## src/rtl/axi4_lite_master_read_checker_pkg.sv

```systemverilog
// Shared definitions for the AXI4-Lite master read-channel checker:
// error-bit indices, timestamp width and default protocol limits.
package axi4_lite_master_read_checker_pkg;

    // Width of the error vectors (one bit per violation class)
    localparam int ERR_W = 7;

    // Width of the free-running timestamp; all ages are taken modulo 2^TS_W
    localparam int TS_W = 16;

    // Default limits used by the read assertions and cover points
    localparam int DEF_MAX_DELAY_READY           = 16;
    localparam int DEF_MAX_DELAY_RVALID          = 10;
    localparam int DEF_DELAY_FOR_SECOND_TRANSFER = 16;
    localparam int DEF_MAX_OUTSTANDING           = 4;

    // Bit positions inside err_pulse / err_sticky
    typedef enum logic [2:0] {
        ERR_ARREADY_TIMEOUT      = 3'd0,
        ERR_RREADY_TIMEOUT       = 3'd1,
        ERR_RVALID_LATENCY       = 3'd2,
        ERR_AR_UNSTABLE          = 3'd3,
        ERR_R_UNSTABLE           = 3'd4,
        ERR_R_UNEXPECTED         = 3'd5,
        ERR_OUTSTANDING_OVERFLOW = 3'd6
    } err_idx_e;

    // Age of a stored timestamp relative to the current one, wrapping modulo 2^TS_W
    function automatic logic [TS_W-1:0] ts_diff(input logic [TS_W-1:0] now_ts,
                                                input logic [TS_W-1:0] past_ts);
        return now_ts - past_ts;
    endfunction

endpackage

```

## src/rtl/axi4_lite_read_ts_fifo.sv

```systemverilog
// Small circular FIFO of {timestamp, flagged} entries, one per outstanding
// AR handshake. Pushes are dropped when full unless a pop happens in the
// same cycle; pops are ignored when empty. The flag of the head entry can be
// set so a late response is only reported once.
module axi4_lite_read_ts_fifo
    import axi4_lite_master_read_checker_pkg::*;
#(
    parameter int DEPTH = DEF_MAX_OUTSTANDING
) (
    input  logic                         aclk,
    input  logic                         areset,
    input  logic                         push,
    input  logic [TS_W-1:0]              push_ts,
    input  logic                         pop,
    input  logic                         set_flag,
    output logic [TS_W-1:0]              head_ts,
    output logic                         head_flagged,
    output logic [$clog2(DEPTH+1)-1:0]   count,
    output logic                         full,
    output logic                         empty
);

    localparam int CNT_W = $clog2(DEPTH + 1);
    localparam int PTR_W = (DEPTH > 1) ? $clog2(DEPTH) : 1;
    localparam logic [PTR_W-1:0] PTR_LAST = PTR_W'(DEPTH - 1);
    localparam logic [CNT_W-1:0] CNT_FULL = CNT_W'(DEPTH);

    logic [TS_W-1:0]  ts_mem   [DEPTH];
    logic             flag_mem [DEPTH];
    logic [PTR_W-1:0] rd_ptr;
    logic [PTR_W-1:0] wr_ptr;
    logic [CNT_W-1:0] cnt;
    logic             do_push;
    logic             do_pop;

    function automatic logic [PTR_W-1:0] next_ptr(input logic [PTR_W-1:0] p);
        return (p == PTR_LAST) ? '0 : p + PTR_W'(1);
    endfunction

    assign full         = (cnt == CNT_FULL);
    assign empty        = (cnt == '0);
    assign count        = cnt;
    assign head_ts      = ts_mem[rd_ptr];
    assign head_flagged = flag_mem[rd_ptr];
    assign do_pop       = pop & ~empty;
    assign do_push      = push & (~full | do_pop);

    // Storage, pointers and occupancy; a push into the slot being popped
    // overwrites the head flag so a fresh entry always starts unflagged
    always_ff @(posedge aclk or posedge areset) begin
        if (areset) begin
            for (int i = 0; i < DEPTH; i++) begin
                ts_mem[i]   <= '0;
                flag_mem[i] <= 1'b0;
            end
            rd_ptr <= '0;
            wr_ptr <= '0;
            cnt    <= '0;
        end else begin
            if (set_flag && !empty) begin
                flag_mem[rd_ptr] <= 1'b1;
            end
            if (do_push) begin
                ts_mem[wr_ptr]   <= push_ts;
                flag_mem[wr_ptr] <= 1'b0;
                wr_ptr           <= next_ptr(wr_ptr);
            end
            if (do_pop) begin
                rd_ptr <= next_ptr(rd_ptr);
            end
            if (do_push && !do_pop) begin
                cnt <= cnt + CNT_W'(1);
            end else if (do_pop && !do_push) begin
                cnt <= cnt - CNT_W'(1);
            end
        end
    end

endmodule

```

## config.mk

```make
export PLATFORM = sky130hd
export DESIGN_NAME = axi4_lite_read_ts_fifo
export DESIGN_NICKNAME = d
export VERILOG_FILES = /design/src/rtl/axi4_lite_master_read_checker_pkg.sv /design/src/rtl/axi4_lite_read_ts_fifo.sv
export SDC_FILE = /design/constraint.sdc
export NUM_CORES = 1
export LEC_CHECK = 0
export BUFFER_PORTS_ARGS = -buffer_cell sky130_fd_sc_hd__buf_2
export CAP_MARGIN = 30
export CELL_PAD_IN_SITES_DETAIL_PLACEMENT = 1
export CELL_PAD_IN_SITES_GLOBAL_PLACEMENT = 2
export CORE_AREA = 2 2 91 93
export CTS_CLUSTER_DIAMETER = 50
export DETAILED_ROUTE_END_ITERATION = 8
export DIE_AREA = 0 0 93 95
export PLACE_DENSITY = 0.87
export SLEW_MARGIN = 20
export SYNTH_ARGS = -nofsm -noshare
export SYNTH_HDL_FRONTEND = slang
export SYNTH_SLANG_ARGS = --single-unit
```

## constraint.sdc

```tcl
create_clock -name aclk -period 4.2 [get_ports aclk]
set_clock_uncertainty 0.2 [all_clocks]
set_input_delay 0.84 -clock aclk [delete_from_list [all_inputs] [get_ports aclk]]
set_output_delay 0.84 -clock aclk [all_outputs]
set_load 0.005 [all_outputs]
```

Word-level counts from Yosys, hierarchy flattened --
Index checks and enable logic that the tools add are counted.
Word-level totals: bits of input ports 21, register bits after elaboration 75, logic and storage cells 61, output and inout bits 22
Operators by class: bitwise gates (word level) 10, equal/unequal tests 3, add/subtract/negate cells 4, muxes and demuxes 19, $lt $le $gt $ge 4, reduce and logical (&&, ||, !) cells 10
Operators by type and width (count):
- 64-bit bitwise mux | 1
- 16-bit 2-to-1 mux | 3
- 16-bit binary-select mux with 2-bit select | 1
- 16-bit demux with 2-bit select | 1
- 4-bit 2-to-1 mux | 2
- 3-bit greater-or-equal comparator, second input constant | 2
- 3-bit by 1-bit < comparator with 1-bit output, second input constant | 2
- 3-bit 2-to-1 mux | 2
- 2-bit inverter with 3-bit output | 2
- 1-bit logical AND | 5
- 2-bit by 1-bit adder with 2-bit output, second input constant | 2
- 4-bit AND | 1
- 1-bit demux with 2-bit select | 2
- 2-bit == test, second input constant | 2
- 1-bit 2-to-1 mux | 4
- 2-bit 2-to-1 mux | 2
- 4-bit inverter | 1
- 4-bit bitwise OR | 1
- 3-bit by 1-bit adder with 3-bit output, second input constant | 1
- 3-bit == test, second input constant | 1
- 1-bit zero test | 3
- 3-bit zero test | 1
- 3-bit by 1-bit subtractor with 3-bit output, second input constant | 1
- 1-bit AND | 2
- 4 further kinds | 5

Logic depth before layout (Yosys ltp) --
Gate-level depths: netlist of run 1.
depth in word-level cells 9, depth in mapped cells 9, mapped depth without buffers 8

Worst setup path after synthesis of run 1 --
No wires, ideal clock.
path type in2reg, start point in pop, end point reg cnt[1], in the netlist count[1], buffers on the path 0, cell stages on the path 6, setup time 0.125 ns, arrival 2.390 ns, data required time 3.875 ns, setup slack 1.485 ns, cell sequence nor4b_4 and2b_2 ha_1 inv_1 fa_1 mux2_2
Between the ends: word-level cells in the longest chain between the ends 6, elaborated cells between the ends (all ways) 9, classes of those cells 1 x mux; 3 x bitwise; 5 x reduce/logical
Ends and longest elaborated chain:
- start: declaration | RTL line axi4_lite_read_ts_fifo.sv:14 | input logic pop,
- 1-bit AND * | RTL line axi4_lite_read_ts_fifo.sv:45 | assign do_pop = pop & ~empty;
- 1-bit bitwise OR * | RTL line axi4_lite_read_ts_fifo.sv:46 | assign do_push = push & (~full | do_pop);
- 1-bit AND * | RTL line axi4_lite_read_ts_fifo.sv:46
- net do_push | RTL line axi4_lite_read_ts_fifo.sv:33 | logic do_push;
- 1-bit zero test | RTL line axi4_lite_read_ts_fifo.sv:73 | end else if (do_pop && !do_push) begin
- 1-bit logical AND | RTL line axi4_lite_read_ts_fifo.sv:73
- 2-bit nonzero test (no source line)
- end signal: assignment | RTL line axi4_lite_read_ts_fifo.sv:72 | cnt <= cnt + CNT_W'(1);
- end signal: assignment | RTL line axi4_lite_read_ts_fifo.sv:74 | cnt <= cnt - CNT_W'(1);
- end: declaration | RTL line axi4_lite_read_ts_fifo.sv:32 | logic [CNT_W-1:0] cnt;
The timed path passes the listed nets; every way through them passes the cells marked *. A chain may end at the register's enable or synchronous reset.

Worst setup path after layout of run 1 --
start point reg rd_ptr[1], end point out head_ts[9]
Between the ends: word-level cells in the longest chain between the ends 4
Ends and longest elaborated chain:
- start: declaration | RTL line axi4_lite_read_ts_fifo.sv:30 | logic [PTR_W-1:0] rd_ptr;
- start signal: assignment | RTL line axi4_lite_read_ts_fifo.sv:69 | rd_ptr <= next_ptr(rd_ptr);
- 2-bit inverter with 3-bit output (not written as such) | RTL line axi4_lite_read_ts_fifo.sv:43 | assign head_ts = ts_mem[rd_ptr];
- 16-bit binary-select mux with 2-bit select | RTL line axi4_lite_read_ts_fifo.sv:43
- 16-bit 2-to-1 mux (not written as such) (2 in series) | RTL line axi4_lite_read_ts_fifo.sv:43
- end: declaration | RTL line axi4_lite_read_ts_fifo.sv:16 | output logic [TS_W-1:0] head_ts,
No other way between the ends. The select of a mux whose other input is x is not followed.

==> results of run 1 <==
-- logic make-up (layout without fill, tap and decap cells) --
kind of cell | Yosys count | count (layout) | share of synthesized area (%)
adder cells (fa/ha/maj) | 10 | 10 | 3.863
AO/OA/AOI/OAI | 4 | 4 | 0.7287
XOR/XNOR | 3 | 3 | 0.7654
multiplexers | 86 | 86 | 33.78
buffers and inverters | 16 | 72 | 2.770
AND/OR/NAND/NOR | 20 | 20 | 3.426
flip-flops | 75 | 75 | 54.66
-- layer usage --
layer  GRT usage (%)  part of all wire (%)
met5               0                     0
met1           23.10                    44
met4           4.044                  0.27
met2           28.08                    51
met3           5.108                   5.0
-- cells in the mapped netlist (all sizes together) --
| master | count | area [um2] |
|---|---|---|
| xnor2 | 1 | 8.760 |
| clkbuf | 4 | 25.02 |
| buf | 5 | 43.79 |
| ha | 9 | 112.6 |
| mux2 | 69 | 777.0 |
| or3 | 1 | 7.510 |
| nor4b | 1 | 23.77 |
| nand2 | 5 | 18.77 |
| inv | 7 | 26.28 |
| nor3b | 1 | 7.510 |
| and2b | 1 | 8.760 |
| xor2 | 2 | 17.52 |
| mux4 | 17 | 382.9 |
| a31oi | 4 | 25.02 |
| fa | 1 | 20.02 |
| nor2 | 11 | 51.30 |
| dfrtp | 75 | 1877 |
-- worst max-delay path: stages (launching register included) --
cell and delay (ns):
dfrtp_1 0.66, buf_4 0.33, mux4_2 0.52, buf_2 0.14
-- layout make-up --
type,count,area [um2],share of cell area (%)
Multi-Input combinational cell,123,1461,36.45
Inverter,7,26.28,0.6554
Sequential cell,75,1877,46.82
Timing Repair Buffer,50,312.8,7.803
Tap cell,105,131.4,3.277
Clock buffer,11,151.4,3.777
Clock inverter,4,48.80,1.217
-- report_power, final --
part	total [uW]	leakage, uW	internal, uW	switching [uW]
logic	1340	0.000773	850	494
clock network	556	0.000106	304	253
registers	1350	0.000888	1100	254
-- state kept, by name, indices dropped and copies added (netlist names) --
name,count
wr_ptr,2
flag_mem,4
rd_ptr,2
ts_mem,64
count,3
-- through the flow --
stage | hold slack, ns | total power, uW | setup slack, ns | cell area [um2]
floorplan | 0.2573 | 2264 | 1.250 | 3433
global placement | 0.2716 | 2612 | 1.312 | 3736
detailed placement | 0.2939 | 2745 | 1.246 | 3809
CTS | 0.2246 | 3314 | 1.108 | 4009
global route | 0.2364 | 3511 | 1.028 | 4009
finish | 0.2420 | 3252 | 1.174 | 4009
-- cells in the final DEF (no fill, tap or decap), types with 4 or more instances in the layout --
cell	Yosys	final
clkbuf_8	1	11
dfrtp_1	75	75
nor2_1	7	7
ha_1	9	9
mux2_2	69	69
inv_1	7	6
a31oi_1	4	4
mux4_2	17	17
nand2_1	5	5
nor2_2	4	4
buf_4	0	4
buf_2	2	42
-- worst paths after layout --
path	start	endpoint	slack [ns]
max	rd_ptr[1]	head_ts[9]	1.17
min	areset	ts_mem[3]	0.24
max reg2reg	count[0]	count[2]	1.62
min reg2reg	flag_mem[1]	flag_mem[1]	0.30
max in group asynchronous	areset	ts_mem[25]	2.75
min in group aclk	flag_mem[1]	flag_mem[1]	0.30
==> metrics, run 1 <==
num rows 33; total routed wirelength 6622 um; Min-Delay Path Class in -> async; Inserted Diodes 0; share of the core filled with cells 50.57%; final hold vios 0; setup bufs post-CTS 0; layout cells sized above 1 58.89%; DRC 0; Nets 297; Avg WL per Cell 17.66 um; synthesized area 0.003433 mm2; cts bufs inserted 9; max-cap violation count 0; # resized after CTS 0; core region area 0.007928 mm2; Leak 0.001767 uW; CP Data Required Time 3.16 ns; I/O pin cnt 43; H-tree Lvls 3; Port Buf Inserts 42; fin. max-slew vios 0; DIE AREA 0.008835 mm2; crit-path max FO 12; antenna violations before repair 0; syn_nets 245; min cycle time layout 3.026 ns; pin count of the biggest net entering global routing 41; Initial Util 43.31%; outcome finished, final reports clean; Netlist cell types 20; Die Span X 93 um; Layout Area Growth over Synthesis 16.76%; Final setup violation count 0; vias per inst 5.213; Remaining Overflow, GRT 0; Least-Margin Pin Slew 0.5635 ns; clock buffer depth 2; fin cells 375; CTS tree done; number of synthesis warnings 0; final period utilization 72.04%; Post-Syn Area per Cell 16.04 um2; Chip Height 95 um; vias in the first global route 2,150; Clock Latency Late Sink 0.34 ns; critical path type reg -> out; RSZ-0062 raised after global routing false; hold_buf cts 0; FF-to-FF path depth 8; CP Data Arrival Time 1.99 ns; worst relative slew slack 62.39%; Root Driver clkbuf_8; first-pass GRT wire length 11,300 um; filler cell count 805; Global Route Usage Sum 17.27%; post-DP HPWL 4789 um; Pwr per Cell Area 811.3 mW/mm2; post-route ant nets 0; Fin Setup TNS 0 ns; Worst-path clk slew 0.08 ns; DR vias 1,955; CTS sink cnt 75; sequential area share after synthesis 54.66%; critical path startpoint category register; cell count after synthesis 214; critical path capture point type output pin; Peak VDD IR 0.3489 mV; FF+latch count, synth 75; cell count after placement 360; f_max 0.3305 GHz; DR pass1 iterations 4; RePlAce Congestion 0.7150; number of DRC markers in iteration 0 66
Note: power is estimated with default switching activity, not from simulation.
==> run 2, diff against run 1 <==
ABC_AREA = 1   (was default)
CORE_AREA = 2 2 113 115   (was 2 2 91 93)
DIE_AREA = 0 0 115 117   (was 0 0 93 95)
PLACE_DENSITY = 0.8   (was 0.87)
clock period = 2.5 ns   (was 4.2 ns; I/O delays follow)
==> run 2 against run 1 <==
- hold slack improved by 0.011 ns
- total power rose by 91%
- cell count rose by 75%
==> metrics, run 2 <==
cell depth of the worst hold path 3; FF+latch count, synth 75 (unchanged); Yosys top cell by area dfrtp_1; worst reg2reg endpoint count[2]; Leak 0.002331 uW (+32%); commonest cells after routing, fill and taps aside nand2_1, dfrtp_1, nand4_1, buf_2, nor2_1; vias per inst 5.207 (-0.13%); final hold vios 0 (unchanged); CTS tree done; max-cap violation count 0 (unchanged); commonest non-fill, non-tap cell in the layout nand2_1; first-pass GRT wire length 19,010 um (+68%); XOR/XNOR share of the synthesized area 0.4568% (-0.31 points); ys flop type dfrtp_1; multiplexer share of the synthesized area 0% (-34 points); Layout Area Growth over Synthesis 18.07%; Comb pwr share 43.9% (+2.5 points); most frequent cell after synthesis nand2_1; DRC 0 (unchanged); syn_nets 492 (+100%); Initial Util 31.15% (-12 points); layout cells sized above 1 18.50% (-40 points); Clock Latency Late Sink 0.34 ns (about the same); Worst R2R Setup Slack 0.23 ns (-1.39 ns); share of the core filled with cells 36.78% (-14 points); top-area cell type share of the netlist area 48.94% (-5.7 points); Synth Area in Adders 3.458% (-0.40 points); FF-to-FF path depth 9 (+1); Worst-path clk slew 0.06 ns (-0.02 ns); RSZ-0062 raised after global routing false; H-tree Lvls 3 (unchanged); Avg WL per Cell 17.66 um (about the same); NetSw 2532 uW (+150%); Post-synth EDFFs 0 (unchanged); antenna violations before repair 0 (unchanged); DIE AREA 0.01346 mm2 (+52%); Netlist cell types 29 (+45%); RePlAce Congestion 0.7962 (+11%); Least-Margin Pin Slew 0.4472 ns (-0.1163 ns); Root Driver clkbuf_16; Sw Ratio 40.86% (+10 points); Chip Height 117 um (+23%); I/O pin cnt 43 (unchanged); Die Span X 115 um (+24%); num rows 41 (+24%); worst relative slew slack 70.18% (+7.8 points); CTS sink cnt 75 (unchanged); Internal 3664 uW (+63%); total routed wirelength 11,620 um (+75%); min cycle time layout 2.316 ns; post-DP HPWL 7554 um (+58%); sequential area share after synthesis 48.94% (-5.7 points); synthesized area 0.003835 mm2 (+12%); top cells by count, synth nand2_1, dfrtp_1, nand4_1; Hold Crit Endpoint ts_mem[23]; cell count after synthesis 461 (+120%); Fin Setup TNS 0 ns (unchanged); Synth area leaders dfrtp_1, nand2_1, nand4_1, o21ai_0, nor2_1; number of DRC markers in iteration 0 190 (+190%); number of synthesis warnings 0 (unchanged); DR vias 3,426 (+75%); Port Buf Inserts 42 (unchanged); critical path startpoint category register; final period utilization 92.63%; critical path type reg -> out; f_max 0.4318 GHz; Hold Crit Start push_ts[7]; core region area 0.01231 mm2 (+55%); vias in the first global route 3,554 (+65%); Global Route Usage Sum 18.39% (+1.1 points); Simple-Gate Fraction of Synth Area 31.32% (+28 points); async set or reset register ratio after synthesis 100.0% (unchanged); max FFs per register 64 (unchanged); CP Data Required Time 1.80 ns (-1.36 ns); pin count of the biggest net entering global routing 40 (-2.4%); Biggest register ts_mem; Nets 534 (+80%); Min-Delay Path Class in -> reg; fin. max-slew vios 0 (unchanged); post-route ant nets 0 (unchanged); outcome finished, final reports clean; setup bufs post-CTS 0 (unchanged); Pwr per Cell Area 1368 mW/mm2 (+69%); worst hold margin 0.2528 ns (+0.01081 ns); DR pass1 iterations 4 (unchanged); Remaining Overflow, GRT 0 (unchanged); Post-Syn Area per Cell 8.319 um2 (-48%); largest family of logic cells by synthesized area simple AND/OR/NAND/NOR gates; Peak VDD IR 0.3206 mV (-8.1%); Flop pwr share 34.2% (-7.3 points); critical path capture point type output pin; CP Data Arrival Time 1.62 ns (-0.37 ns); worst r2r src count[0]; crit-path max FO 12 (unchanged); compound-gate portion of the synthesized area 7.635% (+6.9 points); cts bufs inserted 9 (unchanged); clock buffer depth 2 (unchanged); clock network power share 21.8% (+4.7 points); Final setup violation count 0 (unchanged); Inserted Diodes 0 (unchanged)
==> run 2: cell types whose count changed after synthesis, sizes merged, moves of 10 or more <==
cell,change
nand2,+148
mux2,-69
nand4,+64
o21ai,+35
buf,+26
nor2,+23
mux4,-17
o22ai,+16
inv,+12
nand3,+10
==> run 2: layout make-up <==
class / instances / area [um2]
timing repair buffer: 68 / 424.2
fill: 1492 / 7784
tap: 150 / 187.7
clock inverter: 4 / 47.55
clock buffer: 12 / 266.5
inverter: 20 / 81.33
multi-input combinational: 329 / 1644
sequential: 75 / 1877
==> run 2: kinds of logic after synthesis <==
family	Yosys count
buffers and inverters	57
XOR/XNOR	2
AND/OR/NAND/NOR	263
AO/OA/AOI/OAI	54
flip-flops	75
adder cells (fa/ha/maj)	10
==> run 2: worst max path at each step <==
stage | depth (start not counted) | endpoint | start | slack, ns
global route | 9 | count[2] | count[0] | 0.05
finish | 5 | head_ts[14] | rd_ptr[0] | 0.18
detailed placement | 9 | count[2] | count[0] | 0.21
global placement | 9 | count[2] | count[0] | 0.30
floorplan | 10 | count[2] | push | 0.39
CTS | 5 | head_ts[14] | rd_ptr[0] | 0.1
==> run 2: power by group through the flow <==
stage / combinational [uW] / clock (uW) / sequential, uW
3_3_place_gp: 2690 / 0 / 2100
2_1_floorplan: 1800 / 0 / 2040
6_report: 2720 / 1350 / 2120
3_5_place_dp: 2750 / 0 / 2130
4_1_cts: 2760 / 1390 / 2110
5_1_grt: 3120 / 1440 / 2180
==> run 2: stage by stage <==
stage | setup WS (ns) | total power (uW) | std cells | cell area [um2]
final | 0.1843 | 6196 | 658 | 4528
after global routing | 0.04929 | 6743 | 658 | 4528
after floorplan | 0.3860 | 3836 | 461 | 3839
after global placement | 0.3002 | 4788 | 641 | 4198
after detailed placement | 0.2123 | 4876 | 641 | 4198
after CTS | 0.09692 | 6261 | 658 | 4522
==> run 2: critical path, cell delays in order, from the launching register on <==
cell and delay [ns]:
dfrtp_1 0.41, inv_4 0.17, buf_4 0.23, o21ai_0 0.12
o22ai_1 0.19, buf_2 0.16
==> run 2: repair_timing <==
item,4_1_cts,5_1_grt
gates resized for setup,0,2
endpoints found under the hold margin,15,0
hold buffers,1,0
endpoints found under the setup margin,0,1
==> run 2: per-layer routing <==
layer	part of all wire, %	track usage [%]	up-vias
li1	-	-	1638
met4	1.4	5.622	0
met5	0	0	-
met3	3.8	3.656	10
met2	49	30.47	60
met1	46	24.48	1718
